### src/rtl/fsm_haz_pkg.sv
`default_nettype none
// ============================================================================
//  Module   : fsm_haz_pkg
//  Purpose  : Shared types and pin-index constants for the hazard resolver:
//             FSM state encoding plus ui_in / uo_out bit positions.
//  Revision : 1.0  initial release
// ============================================================================
package fsm_haz_pkg;

    // State codes are visible on uo_out[2:0].
    typedef enum logic [2:0] {
        ST_NOR = 3'd0,
        ST_CON = 3'd1,
        ST_DAT = 3'd2,
        ST_STA = 3'd3,
        ST_FLS = 3'd4
    } haz_state_e;

    // ui_in bit positions
    localparam int c_UI_DATA = 7;
    localparam int c_UI_STR  = 6;
    localparam int c_UI_CTRL = 4;
    localparam int c_UI_FWRD = 3;
    localparam int c_UI_CRCT = 2;

    // uo_out bit positions
    localparam int c_UO_RESOLVED  = 7;
    localparam int c_UO_PC_FREEZE = 6;
    localparam int c_UO_DO_FLUSH  = 5;
    localparam int c_UO_STATE_MSB = 2;

endpackage : fsm_haz_pkg
`default_nettype wire

### src/rtl/haz_fsm_core.sv
`default_nettype none
// ============================================================================
//  Module   : haz_fsm_core
//  Purpose  : Moore FSM classifying control/data/store hazards. Owns the
//             state register and the shared STA/FLS down-counter.
//  Revision : 1.0  initial release
// ============================================================================
module haz_fsm_core
    import fsm_haz_pkg::*;
#(
    parameter int FLUSH_CYCLES = 2,
    parameter int STALL_CYCLES = 1
) (
    input  logic       clk,
    input  logic       rst_n,
    input  logic       i_ctrl,
    input  logic       i_data,
    input  logic       i_str,
    input  logic       i_fwrd,
    input  logic       i_crct,
    output logic [2:0] o_state,
    output logic       o_resolved,
    output logic       o_pc_freeze,
    output logic       o_do_flush,
    output logic       o_haz_entry
);

    // Counter load values: the state is occupied for (load + 1) cycles.
    localparam logic [2:0] c_FLUSH_LOAD = 3'(FLUSH_CYCLES - 1);
    localparam logic [2:0] c_STALL_LOAD = 3'(STALL_CYCLES - 1);

    haz_state_e r_state;
    haz_state_e w_state_nxt;
    logic [2:0] r_cnt;
    logic [2:0] w_cnt_nxt;

    // State and counter registers; reset aborts any stall or flush at once.
    always_ff @(posedge clk or negedge rst_n) begin
        if (!rst_n) begin
            r_state <= ST_NOR;
            r_cnt   <= 3'd0;
        end else begin
            r_state <= w_state_nxt;
            r_cnt   <= w_cnt_nxt;
        end
    end

    // Next-state and counter logic.
    always_comb begin
        w_state_nxt = ST_NOR;
        w_cnt_nxt   = r_cnt;
        case (r_state)
            ST_NOR: begin
                // Priority: branch, then unforwarded data hazard, then store.
                if (i_ctrl) begin
                    w_state_nxt = ST_CON;
                end else if (i_data && !i_fwrd) begin
                    w_state_nxt = ST_DAT;
                end else if (i_str) begin
                    w_state_nxt = ST_STA;
                    w_cnt_nxt   = c_STALL_LOAD;
                end else begin
                    w_state_nxt = ST_NOR;
                end
            end
            ST_CON: begin
                if (i_crct) begin
                    w_state_nxt = ST_NOR;
                end else begin
                    w_state_nxt = ST_FLS;
                    w_cnt_nxt   = c_FLUSH_LOAD;
                end
            end
            ST_DAT: begin
                w_state_nxt = (i_fwrd || !i_data) ? ST_NOR : ST_DAT;
            end
            ST_STA, ST_FLS: begin
                // Inputs are ignored until the counter expires.
                if (r_cnt == 3'd0) begin
                    w_state_nxt = ST_NOR;
                end else begin
                    w_state_nxt = r_state;
                    w_cnt_nxt   = r_cnt - 3'd1;
                end
            end
            default: begin
                w_state_nxt = ST_NOR;
            end
        endcase
    end

    // Moore output decode from the state register only.
    always_comb begin
        o_resolved  = 1'b0;
        o_pc_freeze = 1'b1;
        o_do_flush  = 1'b0;
        case (r_state)
            ST_CON, ST_DAT, ST_STA: begin
                o_pc_freeze = 1'b1;
            end
            ST_FLS: begin
                o_do_flush = 1'b1;
            end
            default: begin
                // NOR and the unused codes behave as normal flow.
                o_resolved  = 1'b1;
                o_pc_freeze = 1'b0;
            end
        endcase
    end

    assign o_state = r_state;

    // Only NOR can enter CON, DAT or STA, so any departure from NOR is an entry.
    assign o_haz_entry = (r_state == ST_NOR) && (w_state_nxt != ST_NOR);

endmodule : haz_fsm_core
`default_nettype wire

### src/rtl/fsm_haz_resolver.sv
`default_nettype none
// ============================================================================
//  Module   : fsm_haz_resolver
//  Purpose  : Tiny Tapeout wrapper for the pipeline hazard resolver. Maps
//             pins onto haz_fsm_core and optionally counts hazard entries.
//  Options  : HAZ_CNT_EN - 8-bit saturating hazard-entry counter on uio_out.
//  Revision : 1.0  initial release
// ============================================================================
module fsm_haz_resolver
    import fsm_haz_pkg::*;
#(
    parameter int FLUSH_CYCLES = 2,
    parameter int STALL_CYCLES = 1
) (
    input  logic       clk,
    input  logic       rst_n,
    input  logic       ena,
    input  logic [7:0] ui_in,
    output logic [7:0] uo_out,
    input  logic [7:0] uio_in,
    output logic [7:0] uio_out,
    output logic [7:0] uio_oe
);

    logic [2:0] w_state;
    logic       w_resolved;
    logic       w_pc_freeze;
    logic       w_do_flush;
    logic       w_haz_entry;

    haz_fsm_core #(
        .FLUSH_CYCLES (FLUSH_CYCLES),
        .STALL_CYCLES (STALL_CYCLES)
    ) u_core (
        .clk         (clk),
        .rst_n       (rst_n),
        .i_ctrl      (ui_in[c_UI_CTRL]),
        .i_data      (ui_in[c_UI_DATA]),
        .i_str       (ui_in[c_UI_STR]),
        .i_fwrd      (ui_in[c_UI_FWRD]),
        .i_crct      (ui_in[c_UI_CRCT]),
        .o_state     (w_state),
        .o_resolved  (w_resolved),
        .o_pc_freeze (w_pc_freeze),
        .o_do_flush  (w_do_flush),
        .o_haz_entry (w_haz_entry)
    );

    always_comb begin
        uo_out                              = 8'h00;
        uo_out[c_UO_RESOLVED]               = w_resolved;
        uo_out[c_UO_PC_FREEZE]              = w_pc_freeze;
        uo_out[c_UO_DO_FLUSH]               = w_do_flush;
        uo_out[c_UO_STATE_MSB:0]            = w_state;
    end

`ifdef HAZ_CNT_EN
    logic [7:0] r_haz_cnt;

    // Saturating count of entries into CON, DAT or STA.
    always_ff @(posedge clk or negedge rst_n) begin
        if (!rst_n) begin
            r_haz_cnt <= 8'h00;
        end else if (w_haz_entry && (r_haz_cnt != 8'hFF)) begin
            r_haz_cnt <= r_haz_cnt + 8'd1;
        end
    end

    assign uio_out = r_haz_cnt;
    assign uio_oe  = 8'hFF;

    logic w_unused;
    assign w_unused = &{1'b0, ena, uio_in, ui_in[5], ui_in[1:0]};
`else
    assign uio_out = 8'h00;
    assign uio_oe  = 8'h00;

    logic w_unused;
    assign w_unused = &{1'b0, ena, uio_in, ui_in[5], ui_in[1:0], w_haz_entry};
`endif

endmodule : fsm_haz_resolver
`default_nettype wire

### config.mk
export PLATFORM = sky130hd
export DESIGN_NAME = fsm_haz_resolver
export DESIGN_NICKNAME = d
export VERILOG_FILES = /design/src/rtl/fsm_haz_pkg.sv /design/src/rtl/haz_fsm_core.sv /design/src/rtl/fsm_haz_resolver.sv
export SDC_FILE = /design/constraint.sdc
export NUM_CORES = 1
export LEC_CHECK = 0
export CORE_MARGIN = 1.5
export CORE_UTILIZATION = 38
export CTS_CLUSTER_DIAMETER = 40
export DETAILED_ROUTE_END_ITERATION = 8
export PLACE_DENSITY = 0.84
export SKIP_LAST_GASP = 1
export SYNTH_ARGS = -nofsm -noshare
export SYNTH_HDL_FRONTEND = slang
export SYNTH_SLANG_ARGS = --single-unit
### constraint.sdc
create_clock -name clk -period 2.5 [get_ports clk]
set_input_delay 0.5 -clock clk [delete_from_list [all_inputs] [get_ports clk]]
set_output_delay 0.5 -clock clk [all_outputs]
set_load 0.01 [all_outputs]
After elaboration in Yosys (flattened, before gate mapping)
Index checks and enable logic that the tools add are counted.
{ "op_classes": {"addsub": 1, "multipliers": 0, "n_div": 0, "n_lt_le_gt_ge": 0, "eq_ne": 10, "shifts": 0, "mux": 16, "bitwise_logic": 0, "reduce_logical": 10} }
{ "op_table": {"columns": ["op", "n"], "rows": [
  ["2-to-1 mux 3 bit", 9],
  ["one-hot mux 3 bit (4 select lines)", 1],
  ["!= test 2 bit, second input constant", 5],
  ["one-hot mux 3 bit (3 select lines)", 1],
  ["equality test 3 x 2 -> 1 bit, second input constant", 2],
  ["zero test 3 bit", 2],
  ["AND reduction 6 bit", 1],
  ["2-to-1 mux 2 bit", 2],
  ["OR reduction 4 bit", 1],
  ["equality test 3 x 1 -> 1 bit, second input constant", 1],
  ["equality test 3 bit, second input constant", 1],
  ["2-to-1 mux 1 bit", 3],
  ["nonzero test 3 bit", 1],
  ["subtractor 3 x 1 -> 3 bit, second input constant", 1],
  ["zero test 1 bit", 2],
  ["!= test 2 x 1 -> 1 bit, second input constant", 1],
  ["OR reduction 2 bit", 1],
  ["logical AND 1 bit", 1],
  ["logical OR 1 bit", 1]
]} }
{ "totals": {"reg_bits": 6, "latchBits": 0, "ram_bits": 0, "rom_bits": 0, "in_bits": 19, "out_inout_bits": 24, "memories": 0} }

Logic depth before layout (Yosys ltp)
Gate-level depths: netlist of run 1.
{ "depth": {"word_depth": 5, "depth_mapped": 6, "mapped_depth_nobuf": 6} }

Modules after synthesis
Synthesis of run 1 repeated with hierarchy kept, for this count alone.
{ "hier_totals": {"cells_unflattened": 76, "area_unflattened_um2": 609.3} }
{ "modules_own_cells": {"columns": ["mod", "instances", "cells_per_inst", "area_each_um2"], "rows": [
  ["haz_fsm_core", 1, 54, 447.9],
  ["fsm_haz_resolver", 1, 22, 161.4]
]} }

Worst setup path before layout of run 1
Ideal clock, no wire load.
{ "synth_path": {"path_kind": "flip-flop to output port", "start": "register u_core.r_state[0] (netlist: u_core.o_state[0])", "end": "output uo_out[7]", "arrival_ns": 1.148, "setup_slack_ns": 0.852, "path_stages_with_launch": 6, "path_buffers": 2, "path_cell_list": "dfrtp_1 buf_2 nor2_1 xnor2_1 inv_1 buf_4"} }
{ "synth_via": {"elab_chain_cells": 3, "word_cells_on_any_way": 6} }
{ "synth_rtl": {"columns": ["element", "line_no", "rtl"], "rows": [
  ["start, declared", "haz_fsm_core.sv:32", "haz_state_e r_state;"],
  ["start signal, assigned", "haz_fsm_core.sv:43", "r_state <= w_state_nxt;"],
  ["equality test 3 x 2 -> 1 bit (tied with other cells)", "haz_fsm_core.sv:97", "case (r_state)"],
  ["OR reduction 4 bit (no source line) *", null, null],
  ["2-to-1 mux 1 bit *", "haz_fsm_core.sv:97", null],
  ["end, declared", "fsm_haz_resolver.sv:19", "output logic [7:0] uo_out,"]
]} }
Every way passes the cells marked *; elsewhere a longest branch is shown, timed or not.

Worst setup path after layout of run 1
{ "layout_path": {"start": "register u_core.r_state[0] (netlist: u_core.o_state[0])", "end": "output uo_out[6]"} }
Same word-level chain as after synthesis.

==> results.md, run 1 <==
Floorplan:
- The die is 44.2 um tall.
- 43 I/O pins were placed.
- The floorplan die area is 0.00195 sq mm.
- In this run the core area contains 14 standard-cell rows.
- The initial utilization of the core area, before any placement, comes to 41.8%.
- The total core area is 0.00154 sq mm.
- The horizontal extent of the die is 44.2 um.

Synth:
- The async set or reset register ratio after synthesis is 100%.
- After technology mapping, the gate count stands at 77.
- The number of library cell types mapped by synthesis is 29.
- For this run, the number of Yosys warnings is 0.
- In this run the mean area of a mapped cell was 8.37 sq um.
- After synthesis the cells add up to 644 sq um.
- The synthesis-stage register bit count is 6.
- After synthesis, the cell types taking the most area are sky130_fd_sc_hd__buf_4 24%, sky130_fd_sc_hd__dfrtp_1 23%, sky130_fd_sc_hd__a21oi_1 3.9%.
- Of the post-synthesis cell area, the dominant cell type holds 24.5%.
- Yosys mapped a number of flops with a built-in enable equal to 0.
- Counting instances in the post-synthesis netlist gives the leading cell types as 21 x sky130_fd_sc_hd__buf_4, 6 x sky130_fd_sc_hd__dfrtp_1, 6 x sky130_fd_sc_hd__nor2_1.
- The library cell occupying the most area in the post-synthesis netlist is sky130_fd_sc_hd__buf_4.
- The most common cell in the netlist is sky130_fd_sc_hd__buf_4.
- After synthesis, flip-flops and latches occupy 23.3% of the total area.
- The primary flip-flop cell chosen by synthesis mapping is sky130_fd_sc_hd__dfrtp_1.

Critical path:
- Of all nets on the critical path, the largest fanout is 7.
- The data arrival time of the critical path is 1.68 ns.
- The worst path buffer plus inverter count is 1.
- The critical path capture point type is a primary output.
- The slowest stage of the critical path belongs to the cell sky130_fd_sc_hd__clkdlybuf4s50_1.
- For this run, the slowest stage of the critical path takes 0.56 ns.
- The required time of the critical path is approximately 2.0 ns.
- The worst setup path category is reg2out.
- Walking the worst path, the cells encountered are nor2_1, xnor2_1, clkdlybuf4s50_1.
- Grouping stages by cell kind, the critical path spends the most delay in buffers and inverters.
- STA classifies the critical path startpoint as a flip-flop.

Status:
- The flow ran to the end, and the final reports show no timing, DRC or antenna violations.

Cells and area:
- The number of cells in the finished layout apart from fillers is just over 100.
- The share of the core filled with cells in the final layout is ~46%.
- The number of diodes added for antenna fixing is 0.
- After the last flow step, the layout net total stands at 110.
- After routing the design area is 713 sq um.
- The post-route netlist has 13.8% of its cells at a drive strength greater than 1.
- Compared with the post-synthesis result, the final layout area differs by 10.7%.

CTS:
- The number of buffers inserted by hold repair at cts is 0.
- Post-CTS repair changed the size of 0 cells.
- The library cell used as clock root buffer is sky130_fd_sc_hd__clkbuf_4.
- Counting along the longest clock path gives a buffer depth of 2.
- The tree built by TritonCTS fans out to 6 sinks.
- The TritonCTS clock tree is built.
- The H-tree level count is 1.
- Buffers added to address setup during post-CTS repair amount to 0.
- The clock slew seen by the registers of the worst setup and hold paths is 0.04 ns.
- At the later pin of the worst-skew pair, clock insertion delay measures 0.24 ns.
- The number of buffers created by CTS is 3.

Worst hold path:
- The worst hold path class is reg2reg.

Timing:
- Timing would allow up to 0.458 GHz.
- For the final database, setup skew stands at 0.00110 ns.
- Setup violations remaining at the end of the flow were counted as 0.
- Setup repair after global routing left no endpoint under its margin.
- The final critical-path share of the clock period is slightly below 90%.
- Setup slack closes at 0.317 ns.
- The final-report max-slew violation count is 0.
- The worst path needs 2.18 ns of the cycle, external delays included.
- The count of endpoints failing hold in the final timing report is 0.
- The final setup TNS is 0 ns.

Placement:
- OpenSTA, run right after detailed placement, puts the worst setup slack at 0.393 ns.
- In this run the cell area measured after placement is 691 sq um.
- Once detailed placement completed, the half-perimeter wirelength came to 871 um.
- After detailed placement, the design holds a cell count of 100.
- The routability congestion estimate from global placement is about 0.76.
- In this run the tool buffered the top-level ports with 12 buffer cells.

Drt:
- Dividing the detail-routed wire length by the instance count gives approximately 10 um.
- Detailed routing inserted a total of between 400 and 500 vias.
- The first detailed-routing pass ran for 4 iterations.
- The number of design rule violations left after detail routing is 0.
- After detailed routing, the number of vias per cell comes to 4.77.
- The number of antenna-violating nets in the routed design is 0.
- The initial DRC count is 7.
- The total wirelength of the detailed-routed design is around 1.1 mm.

GRT:
- The global-route congestion overflow total is 0.
- The largest net degree at the start of global routing is 15.
- The number of antenna violations at the first check in global routing is 0.
- The first-pass GRT wire length is between 1.5 and 2 mm.
- For this run, the total global-route usage over all layers was measured as 12.5%.
- The via count of the first global-routing pass was between 400 and 500.

Run:
- The max-cap check violation count is 0.

Power:
- For this design the ratio of total power to cell area is 1200 mW/mm^2.
- In this run the static leakage power is 0.000334 uW.
- Across the VDD grid, the largest voltage drop is just over 0.0006 V.
## worst min-delay path, delay by kind of cell (launching register included)
family | cells | cell delay [ns]
AOI/OAI and AO/OA | 1 | 0.06
and+or+nand+nor | 1 | 0.05
DFF | 1 | 0.34
## registers in the layout (all words and copies together), names as in the netlist
| name | cells |
|---|---|
| u_core.r_cnt | 3 |
| u_core.o_state | 3 |
## area by class of cell
class / instances / area [sq um]
Multi-Input combinational cell: 58 / 363
Timing Repair Buffer: 14 / 135
Sequential cell: 6 / 150
Fill cell: 162 / 828
Clock buffer: 3 / 22.5
Inverter: 6 / 22.5
Tap cell: 16 / 20.0
## cells by family (layout without fill, tap and decap cells)
| family | after synthesis | after routing | synth area share, % |
|---|---|---|---|
| flops | 6 | 6 | 23.3 |
| mux | 2 | 2 | 4.08 |
| compound gates | 15 | 15 | 19.6 |
| other cells | 1 | 18 | 0.582 |
| simple gates | 20 | 20 | 16.9 |
| xor+xnor | 1 | 1 | 1.36 |
| fa+ha+maj | 2 | 2 | 3.88 |
| buf+inv | 30 | 23 | 30.3 |
## power breakdown
part | internal (uW) | switching, uW
clock | 54.1 | 31.4
sequential | 137 | 63.3
combinational | 291 | 280
## through the flow
step           hold slack [ns]  total power, uW
2_1_floorplan            0.204              645
3_3_place_gp             0.469              749
3_5_place_dp             0.485              774
4_1_cts                  0.495              867
5_1_grt                  0.499              934
6_report                 0.487              856
## worst paths after layout
| path | slack [ns] | cells after the start | from | to |
|---|---|---|---|---|
| max | 0.32 | 3 | u_core.o_state[0] | uo_out[6] |
| max in group asynchronous | 1.79 | 1 | rst_n | u_core.r_cnt[2] |
| min | 0.49 | 2 | u_core.r_cnt[1] | u_core.r_cnt[1] |
| min reg2reg | 0.49 | 2 | u_core.r_cnt[1] | u_core.r_cnt[1] |
| max reg2reg | 0.66 | 5 | u_core.o_state[2] | u_core.r_cnt[2] |
| min in group asynchronous | 0.50 | 1 | rst_n | u_core.o_state[0] |
## layer usage
layer	up-vias	global-route usage (%)	share of wire [%]
met1	219	15.2	41
met5	-	0	0
li1	242	-	-
met4	0	5.45	0
met2	30	20.9	50
met3	0	2.86	9.5
## cell usage in the layout (no fill, tap or decap), types with 2 or more instances in the layout
master / netlist / routed
sky130_fd_sc_hd__conb_1: 1 / 18
sky130_fd_sc_hd__dfrtp_1: 6 / 6
sky130_fd_sc_hd__a31oi_1: 2 / 2
sky130_fd_sc_hd__buf_4: 21 / 2
sky130_fd_sc_hd__nand2_1: 5 / 5
sky130_fd_sc_hd__inv_1: 5 / 5
sky130_fd_sc_hd__nor2_1: 6 / 6
sky130_fd_sc_hd__clkdlybuf4s50_1: 0 / 12
sky130_fd_sc_hd__o21ai_0: 2 / 2
sky130_fd_sc_hd__ha_1: 2 / 2
sky130_fd_sc_hd__nand2b_1: 2 / 2
sky130_fd_sc_hd__a21oi_1: 5 / 5
sky130_fd_sc_hd__clkbuf_4: 0 / 3
No activity file was read; power rests on OpenSTA's default activity.
==> run 2: changes to the inputs <==
SLEW_MARGIN = 30   (was not set)
==> results of run 2 <==
No change in the layout: final DEF, timing and power equal those of run 1.
==> run 3: changes to the inputs <==
CTS_CLUSTER_DIAMETER = 30   (was 40)
==> results of run 3 <==
No change in the layout: final DEF, timing and power equal those of run 1.
